### config.mk
export PLATFORM = sky130hd
export DESIGN_NAME = ysyx_25070198_bus_arbiter
export DESIGN_NICKNAME = d
export VERILOG_FILES = /design/src/rtl/ysyx_25070198_bus_pkg.sv /design/src/rtl/ysyx_25070198_arb_perf.sv /design/src/rtl/ysyx_25070198_bus_arbiter.sv
export SDC_FILE = /design/constraint.sdc
export NUM_CORES = 1
export LEC_CHECK = 0
export BUFFER_PORTS_ARGS = -buffer_cell sky130_fd_sc_hd__buf_2
export CORE_AREA = 10 10 136 138
export CTS_CLUSTER_SIZE = 8
export DETAILED_ROUTE_END_ITERATION = 8
export DIE_AREA = 0 0 146 148
export PLACE_DENSITY = 0.62
export SYNTH_ARGS = -nofsm -noshare
export SYNTH_HDL_FRONTEND = slang
export SYNTH_HIERARCHICAL = 1
export SYNTH_SLANG_ARGS = --single-unit
### constraint.sdc
create_clock -name clk -period 4.22 [get_ports clk]
set_input_delay 0.211 -clock clk [delete_from_list [all_inputs] [get_ports clk]]
set_output_delay 0.211 -clock clk [all_outputs]
set_load 0.01 [all_outputs]
### src/rtl/ysyx_25070198_bus_pkg.sv
// Shared types and constants for the IFU/LSU memory bus arbiter.
// Optional feature macro in the top: YSYX_25070198_ARB_PERF_EN.
package ysyx_25070198_bus_pkg;

  localparam int AW_DEFAULT   = 32;
  localparam int DW_DEFAULT   = 32;
  localparam int MASK_W       = DW_DEFAULT / 8;
  localparam int PERF_CNT_W   = 32;

  localparam logic MST_IFU = 1'b0;
  localparam logic MST_LSU = 1'b1;

  typedef enum logic [1:0] {
    IDLE     = 2'd0,
    IFU_BUSY = 2'd1,
    LSU_BUSY = 2'd2
  } arb_state_t;

  // On a tie the master that did not win last time gets the bus.
  function automatic logic pick_master(input logic ifuReq,
                                       input logic lsuReq,
                                       input logic lastGrant);
    if (ifuReq && lsuReq) begin
      return ~lastGrant;
    end else if (lsuReq) begin
      return MST_LSU;
    end else begin
      return MST_IFU;
    end
  endfunction

endpackage

### src/rtl/ysyx_25070198_arb_perf.sv
// Grant and contention counters for the bus arbiter; all counters wrap modulo 2^32.
// Instantiated by the top only when YSYX_25070198_ARB_PERF_EN is defined.
module ysyx_25070198_arb_perf
  import ysyx_25070198_bus_pkg::*;
(
  input  logic                  clk,
  input  logic                  rst,
  input  logic                  ifuGrant_i,
  input  logic                  lsuGrant_i,
  input  logic                  conflict_i,
  output logic [PERF_CNT_W-1:0] perfIfuCnt_o,
  output logic [PERF_CNT_W-1:0] perfLsuCnt_o,
  output logic [PERF_CNT_W-1:0] perfConfCnt_o
);

  logic [PERF_CNT_W-1:0] ifuCnt_q, ifuCnt_d;
  logic [PERF_CNT_W-1:0] lsuCnt_q, lsuCnt_d;
  logic [PERF_CNT_W-1:0] confCnt_q, confCnt_d;

  always_comb begin
    ifuCnt_d  = ifuCnt_q;
    lsuCnt_d  = lsuCnt_q;
    confCnt_d = confCnt_q;
    if (ifuGrant_i) ifuCnt_d = ifuCnt_q + 1'b1;
    if (lsuGrant_i) lsuCnt_d = lsuCnt_q + 1'b1;
    if (conflict_i) confCnt_d = confCnt_q + 1'b1;
  end

  always_ff @(posedge clk or negedge rst) begin
    if (!rst) begin
      ifuCnt_q  <= '0;
      lsuCnt_q  <= '0;
      confCnt_q <= '0;
    end else begin
      ifuCnt_q  <= ifuCnt_d;
      lsuCnt_q  <= lsuCnt_d;
      confCnt_q <= confCnt_d;
    end
  end

  assign perfIfuCnt_o  = ifuCnt_q;
  assign perfLsuCnt_o  = lsuCnt_q;
  assign perfConfCnt_o = confCnt_q;

endmodule

### src/rtl/ysyx_25070198_bus_arbiter.sv
// Round-robin arbiter merging the IFU fetch port and LSU data port onto one memory port.
// Define YSYX_25070198_ARB_PERF_EN to enable the grant/contention performance counters.
module ysyx_25070198_bus_arbiter
  import ysyx_25070198_bus_pkg::*;
#(
  parameter int AW = AW_DEFAULT,
  parameter int DW = DW_DEFAULT
) (
  input  logic                  clk,
  input  logic                  rst,

  input  logic                  ifu_reqValid,
  input  logic [AW-1:0]         ifu_raddr,
  output logic                  ifu_respValid,
  output logic [DW-1:0]         ifu_rdata,

  input  logic                  lsu_reqValid,
  input  logic [AW-1:0]         lsu_addr,
  input  logic                  lsu_wen,
  input  logic [DW-1:0]         lsu_wdata,
  input  logic [DW/8-1:0]       lsu_wmask,
  output logic                  lsu_respValid,
  output logic [DW-1:0]         lsu_rdata,

  output logic                  mem_reqValid,
  output logic [AW-1:0]         mem_addr,
  output logic                  mem_wen,
  output logic [DW-1:0]         mem_wdata,
  output logic [DW/8-1:0]       mem_wmask,
  input  logic                  mem_respValid,
  input  logic [DW-1:0]         mem_rdata,

  output logic [PERF_CNT_W-1:0] perf_ifu_cnt,
  output logic [PERF_CNT_W-1:0] perf_lsu_cnt,
  output logic [PERF_CNT_W-1:0] perf_conf_cnt
);

  localparam int MW = DW / 8;

  arb_state_t    state_q, state_d;
  logic          lastGrant_q, lastGrant_d;
  logic [AW-1:0] addr_q, addr_d;
  logic          wen_q, wen_d;
  logic [DW-1:0] wdata_q, wdata_d;
  logic [MW-1:0] wmask_q, wmask_d;

  logic          grantValid;
  logic          grantMst;

  // A grant can only be taken from IDLE, which keeps one access outstanding at most.
  always_comb begin
    grantValid = (state_q == IDLE) && (ifu_reqValid || lsu_reqValid);
    grantMst   = pick_master(ifu_reqValid, lsu_reqValid, lastGrant_q);
  end

  always_ff @(posedge clk or negedge rst) begin
    if (!rst) begin
      state_q <= IDLE;
    end else begin
      state_q <= state_d;
    end
  end

  always_comb begin
    state_d = state_q;
    unique case (state_q)
      IDLE: begin
        if (grantValid) begin
          state_d = (grantMst == MST_LSU) ? LSU_BUSY : IFU_BUSY;
        end
      end
      IFU_BUSY, LSU_BUSY: begin
        if (mem_respValid) state_d = IDLE;
      end
      default: state_d = IDLE;
    endcase
  end

  // The payload is frozen at grant so the memory side never follows the masters' inputs.
  always_comb begin
    lastGrant_d = lastGrant_q;
    addr_d      = addr_q;
    wen_d       = wen_q;
    wdata_d     = wdata_q;
    wmask_d     = wmask_q;
    if (grantValid) begin
      lastGrant_d = grantMst;
      if (grantMst == MST_LSU) begin
        addr_d  = lsu_addr;
        wen_d   = lsu_wen;
        wdata_d = lsu_wdata;
        wmask_d = lsu_wmask;
      end else begin
        addr_d  = ifu_raddr;
        wen_d   = 1'b0;
        wdata_d = '0;
        wmask_d = '0;
      end
    end
  end

  always_ff @(posedge clk or negedge rst) begin
    if (!rst) begin
      lastGrant_q <= MST_IFU;
      addr_q      <= '0;
      wen_q       <= 1'b0;
      wdata_q     <= '0;
      wmask_q     <= '0;
    end else begin
      lastGrant_q <= lastGrant_d;
      addr_q      <= addr_d;
      wen_q       <= wen_d;
      wdata_q     <= wdata_d;
      wmask_q     <= wmask_d;
    end
  end

  // Responses are steered by state only, so a stray response in IDLE reaches nobody.
  always_comb begin
    mem_reqValid  = (state_q != IDLE);
    ifu_respValid = (state_q == IFU_BUSY) && mem_respValid;
    lsu_respValid = (state_q == LSU_BUSY) && mem_respValid;
    ifu_rdata     = ifu_respValid ? mem_rdata : '0;
    lsu_rdata     = lsu_respValid ? mem_rdata : '0;
  end

  assign mem_addr  = addr_q;
  assign mem_wen   = wen_q;
  assign mem_wdata = wdata_q;
  assign mem_wmask = wmask_q;

`ifdef YSYX_25070198_ARB_PERF_EN
  logic ifuGrant;
  logic lsuGrant;
  logic conflict;

  // With both requesting, at most one of them can ever be in service.
  assign ifuGrant = grantValid && (grantMst == MST_IFU);
  assign lsuGrant = grantValid && (grantMst == MST_LSU);
  assign conflict = ifu_reqValid && lsu_reqValid;

  ysyx_25070198_arb_perf u_perf (
    .clk          (clk),
    .rst          (rst),
    .ifuGrant_i   (ifuGrant),
    .lsuGrant_i   (lsuGrant),
    .conflict_i   (conflict),
    .perfIfuCnt_o (perf_ifu_cnt),
    .perfLsuCnt_o (perf_lsu_cnt),
    .perfConfCnt_o(perf_conf_cnt)
  );
`else
  assign perf_ifu_cnt  = '0;
  assign perf_lsu_cnt  = '0;
  assign perf_conf_cnt = '0;
`endif

endmodule

==> summary.md <==
* count of synthesis-stage warnings from yosys: 6
* Period minus WS final: 2310 ps
* clock-pin slew reported for the worst setup and hold paths after clock tree synthesis: 60 ps
* maximum frequency from static timing analysis: 0.432 GHz
* area growth from synthesis to layout: 35.1%
* count of unresolved DRC violations after routing: 0
* Chip Height: 148 um
* largest family of logic cells by synthesized area: buffers and inverters
* buffers from clock root to sink, at most: 2
* dominant cells by area after synthesis: sky130_fd_sc_hd__dfrtp_1 44%, sky130_fd_sc_hd__buf_4 18%, sky130_fd_sc_hd__and3_1 10%, sky130_fd_sc_hd__a22o_1 8.2%, sky130_fd_sc_hd__a221o_1 7.8%
* number of diodes added for antenna fixing: 0
* hold violation count in the final report: 1
* via density per instance: 4.22
* worst-case vdd ir drop: 0.000349 V
* transition time of the tightest slew-check pin: 1130 ps
* portion of the post-synthesis area used by sequential elements: 44.1%
* Starting Density: 26.0%
* number of nets still failing antenna checks after routing: 0
* number of clock sinks: 72
* clock share of power: 20.6%
* FF+latch count, synth: 72
* post-synth design cell area: 4080 sq um
* adder and majority gate portion of the synthesized area: 0.920%
* multiplexer share of the synthesized area: 0%
* Avg Cell Area, Syn: 10.6 sq um
* max-capacitance violation count: 0
* Worst Path Arrival: 2580 ps
* portion of total power attributed to combinational logic: 45.6%
* clock tree from TritonCTS: yes
* CTS buffer count: 9
* number of nets in the layout: 782
* detailed-routing iteration count for the pre-antenna-repair pass: 5
* xor and xnor area share after synthesis: 0%
* Tot GR Track Use: 13.3%
* detailed router's first-iteration violation count: 242
* number of placed cells counting well taps: 846
* complex-gate fraction of the synthesized area: 16.9%
* count of input and output buffers: 273
* Post-synth EDFFs: 0
* period utilization: 54.8%
* Wirelength per Cell: 17.8 um
* Clock H-tree levels: 3
* crit path max fanout: 57
* worst min path class: in -> async
* total setup violations reported at the end of the flow: 0
* Worst Skew: 8.91 ps
* most frequent cell after synthesis: sky130_fd_sc_hd__buf_4
* WL final: 15300 um
* violations in the final reports: negative hold slack
* root cell of the clock tree: sky130_fd_sc_hd__clkbuf_16
* relative contribution of sequential cells to total power: 33.9%
* Die Width: 146 um
* Post-Synthesis Cells: 386
* number of buffers added for setup after CTS: 0
* Final HPWL DP: 12100 um
* CP Data Required Time: 4490 ps
* outcome: complete, but fails checks
* Ports: 370
* category of the critical setup timing path: reg -> reg
* final slew viol count: 0
* biggest area consumer among synthesized cells: sky130_fd_sc_hd__dfrtp_1
* GRT Residual Overflow: 0
* critical path capture point type: flop
* worst relative slew slack: 24.9%
* leakage: 3.38 nW
* Cell Int Power: 2.19 mW
* non-filler cells in the finished layout: 862
* share of flip-flops with an asynchronous set or reset: 100%
* PostCTS Resize Cnt: 0
* later-pin clock latency in the skew report: 340 ps
* kind of launch point of the worst setup path: flop
* top cell type's share of synthesized area: 44.1%
* standard cell core area: 15700 sq um
* number of unique standard cell types used by synthesis: 20
* simple-gate share of the synthesized area: 15.7%
* setup repair after global routing missed its margin: no
* Synth top cells by count: 99 x sky130_fd_sc_hd__buf_4, 72 x sky130_fd_sc_hd__dfrtp_1, 66 x sky130_fd_sc_hd__and3_1, 38 x sky130_fd_sc_hd__a22o_1, 34 x sky130_fd_sc_hd__and2_1
* CTS Hold Buffers Added: 0
* fraction of power spent switching nets: 38.8%
* floorplan die area: 21600 sq um
* Final TNS setup: 0 ps
* number of antenna violations at the first check in global routing: 0
* power density normalized to cell area: 648 nW/um^2
* Synth Flop Type: sky130_fd_sc_hd__dfrtp_1
* total via count in the routed design: 3635
* maximum number of pins on one net before global-route repair: 73
* via count of the first global-routing pass: 3803
* total number of placement rows: 46
* # fillers: 1643
* share of cells above drive strength 1: 45.7%
* final weighted congestion in routability-driven placement: 0.797
* final hold slack: -0.00516 ps
* first-pass GRT wire length: 22900 um
* Switching Power: 1.39 mW
==> sequential cells by signal (all words and copies together) (netlist names) <==
register     flops
mem_wmask        4
mem_addr        32
mem_wen          1
lastGrant_q      1
state_q          2
mem_wdata       32
==> per-stage QoR <==
step	util, %	worst slack [ps]	instance area [sq um]	power (mW)
6_report	35.1	1910	5510	3.57
5_1_grt	35.1	1730	5510	3.85
4_1_cts	35.1	1890	5510	3.63
3_5_place_dp	33.2	1920	5220	2.87
3_3_place_gp	33.2	1940	5220	2.86
2_1_floorplan	-	2770	4440	2.26
==> layout by cell type, fill, tap and decap left out <==
master and n:
sky130_fd_sc_hd__a211oi_1 1, sky130_fd_sc_hd__a21o_1 1, sky130_fd_sc_hd__a21oi_1 1, sky130_fd_sc_hd__a21oi_2 1, sky130_fd_sc_hd__a221o_1 32, sky130_fd_sc_hd__a22o_1 38
sky130_fd_sc_hd__and2_1 34, sky130_fd_sc_hd__and3_1 65, sky130_fd_sc_hd__and3_2 1, sky130_fd_sc_hd__buf_2 272, sky130_fd_sc_hd__buf_4 4, sky130_fd_sc_hd__clkbuf_16 9
sky130_fd_sc_hd__clkbuf_8 2, sky130_fd_sc_hd__clkinv_4 1, sky130_fd_sc_hd__clkinvlp_4 3, sky130_fd_sc_hd__conb_1 96, sky130_fd_sc_hd__dfrtp_1 72, sky130_fd_sc_hd__ha_1 3
sky130_fd_sc_hd__inv_1 4, sky130_fd_sc_hd__inv_6 1, sky130_fd_sc_hd__nand2_1 2, sky130_fd_sc_hd__nand2b_1 1, sky130_fd_sc_hd__o21ai_0 1, sky130_fd_sc_hd__o21ai_4 1
==> worst max-delay path: stages (launching register included) <==
cell                      delay, ps
sky130_fd_sc_hd__dfrtp_1        390
sky130_fd_sc_hd__inv_1           90
sky130_fd_sc_hd__ha_1           240
sky130_fd_sc_hd__and3_2         960
sky130_fd_sc_hd__buf_4          370
sky130_fd_sc_hd__a221o_1        180
==> cell type report <==
| type | count | area [sq um] | share of cell area (%) |
|---|---|---|---|
| well taps | 216 | 270 | 4.90 |
| clock buffers | 11 | 253 | 4.58 |
| multi-input cells | 278 | 1740 | 31.6 |
| flip-flops and latches | 72 | 1800 | 32.7 |
| inverters | 4 | 15.0 | 0.272 |
| clock inverters | 5 | 40.0 | 0.726 |
| repair buffers | 276 | 1390 | 25.2 |
==> power groups by stage <==
stage | sequential (mW) | combinational (mW) | clock, mW
3_5_place_dp | 1.20 | 1.66 | 0
2_1_floorplan | 1.36 | 0.893 | 0
3_3_place_gp | 1.22 | 1.64 | 0
5_1_grt | 1.26 | 1.79 | 0.799
6_report | 1.21 | 1.63 | 0.736
4_1_cts | 1.21 | 1.66 | 0.767
==> cells by family (layout without fill, tap and decap cells) <==
kind of cell | after synthesis | in the layout
other | 1 | 96
adder cells (fa/ha/maj) | 3 | 3
AO/OA/AOI/OAI | 76 | 76
buffers and inverters | 131 | 296
flip-flops | 72 | 72
AND/OR/NAND/NOR | 103 | 103
==> final timing paths <==
kind	startpoint	endpoint	slack (ps)	cells past startpoint
min in group clk	lsu_wdata[3]	mem_wdata[3]$_DFFE_PN0P_	90	2
hold reg to reg	mem_wdata[2]$_DFFE_PN0P_	mem_wdata[2]$_DFFE_PN0P_	500	1
hold / removal	rst	mem_wmask[0]$_DFFE_PN0P_	-0.005	1
setup reg to reg	state_q[0]$_DFFE_PN0P_	mem_addr[20]$_DFFE_PN0P_	1910	5
max in group asynchronous	rst	mem_addr[19]$_DFFE_PN0P_	3610	1
setup / recovery	state_q[0]$_DFFE_PN0P_	mem_addr[20]$_DFFE_PN0P_	1910	5
==> per-layer routing <==
layer / GRT usage [%] / share of wire, %
met1: 15.5 / 41
met2: 21.6 / 47
met3: 6.53 / 10
met4: 3.30 / 0.94
met5: 0 / 0
Power figures use the tool's default switching activity.
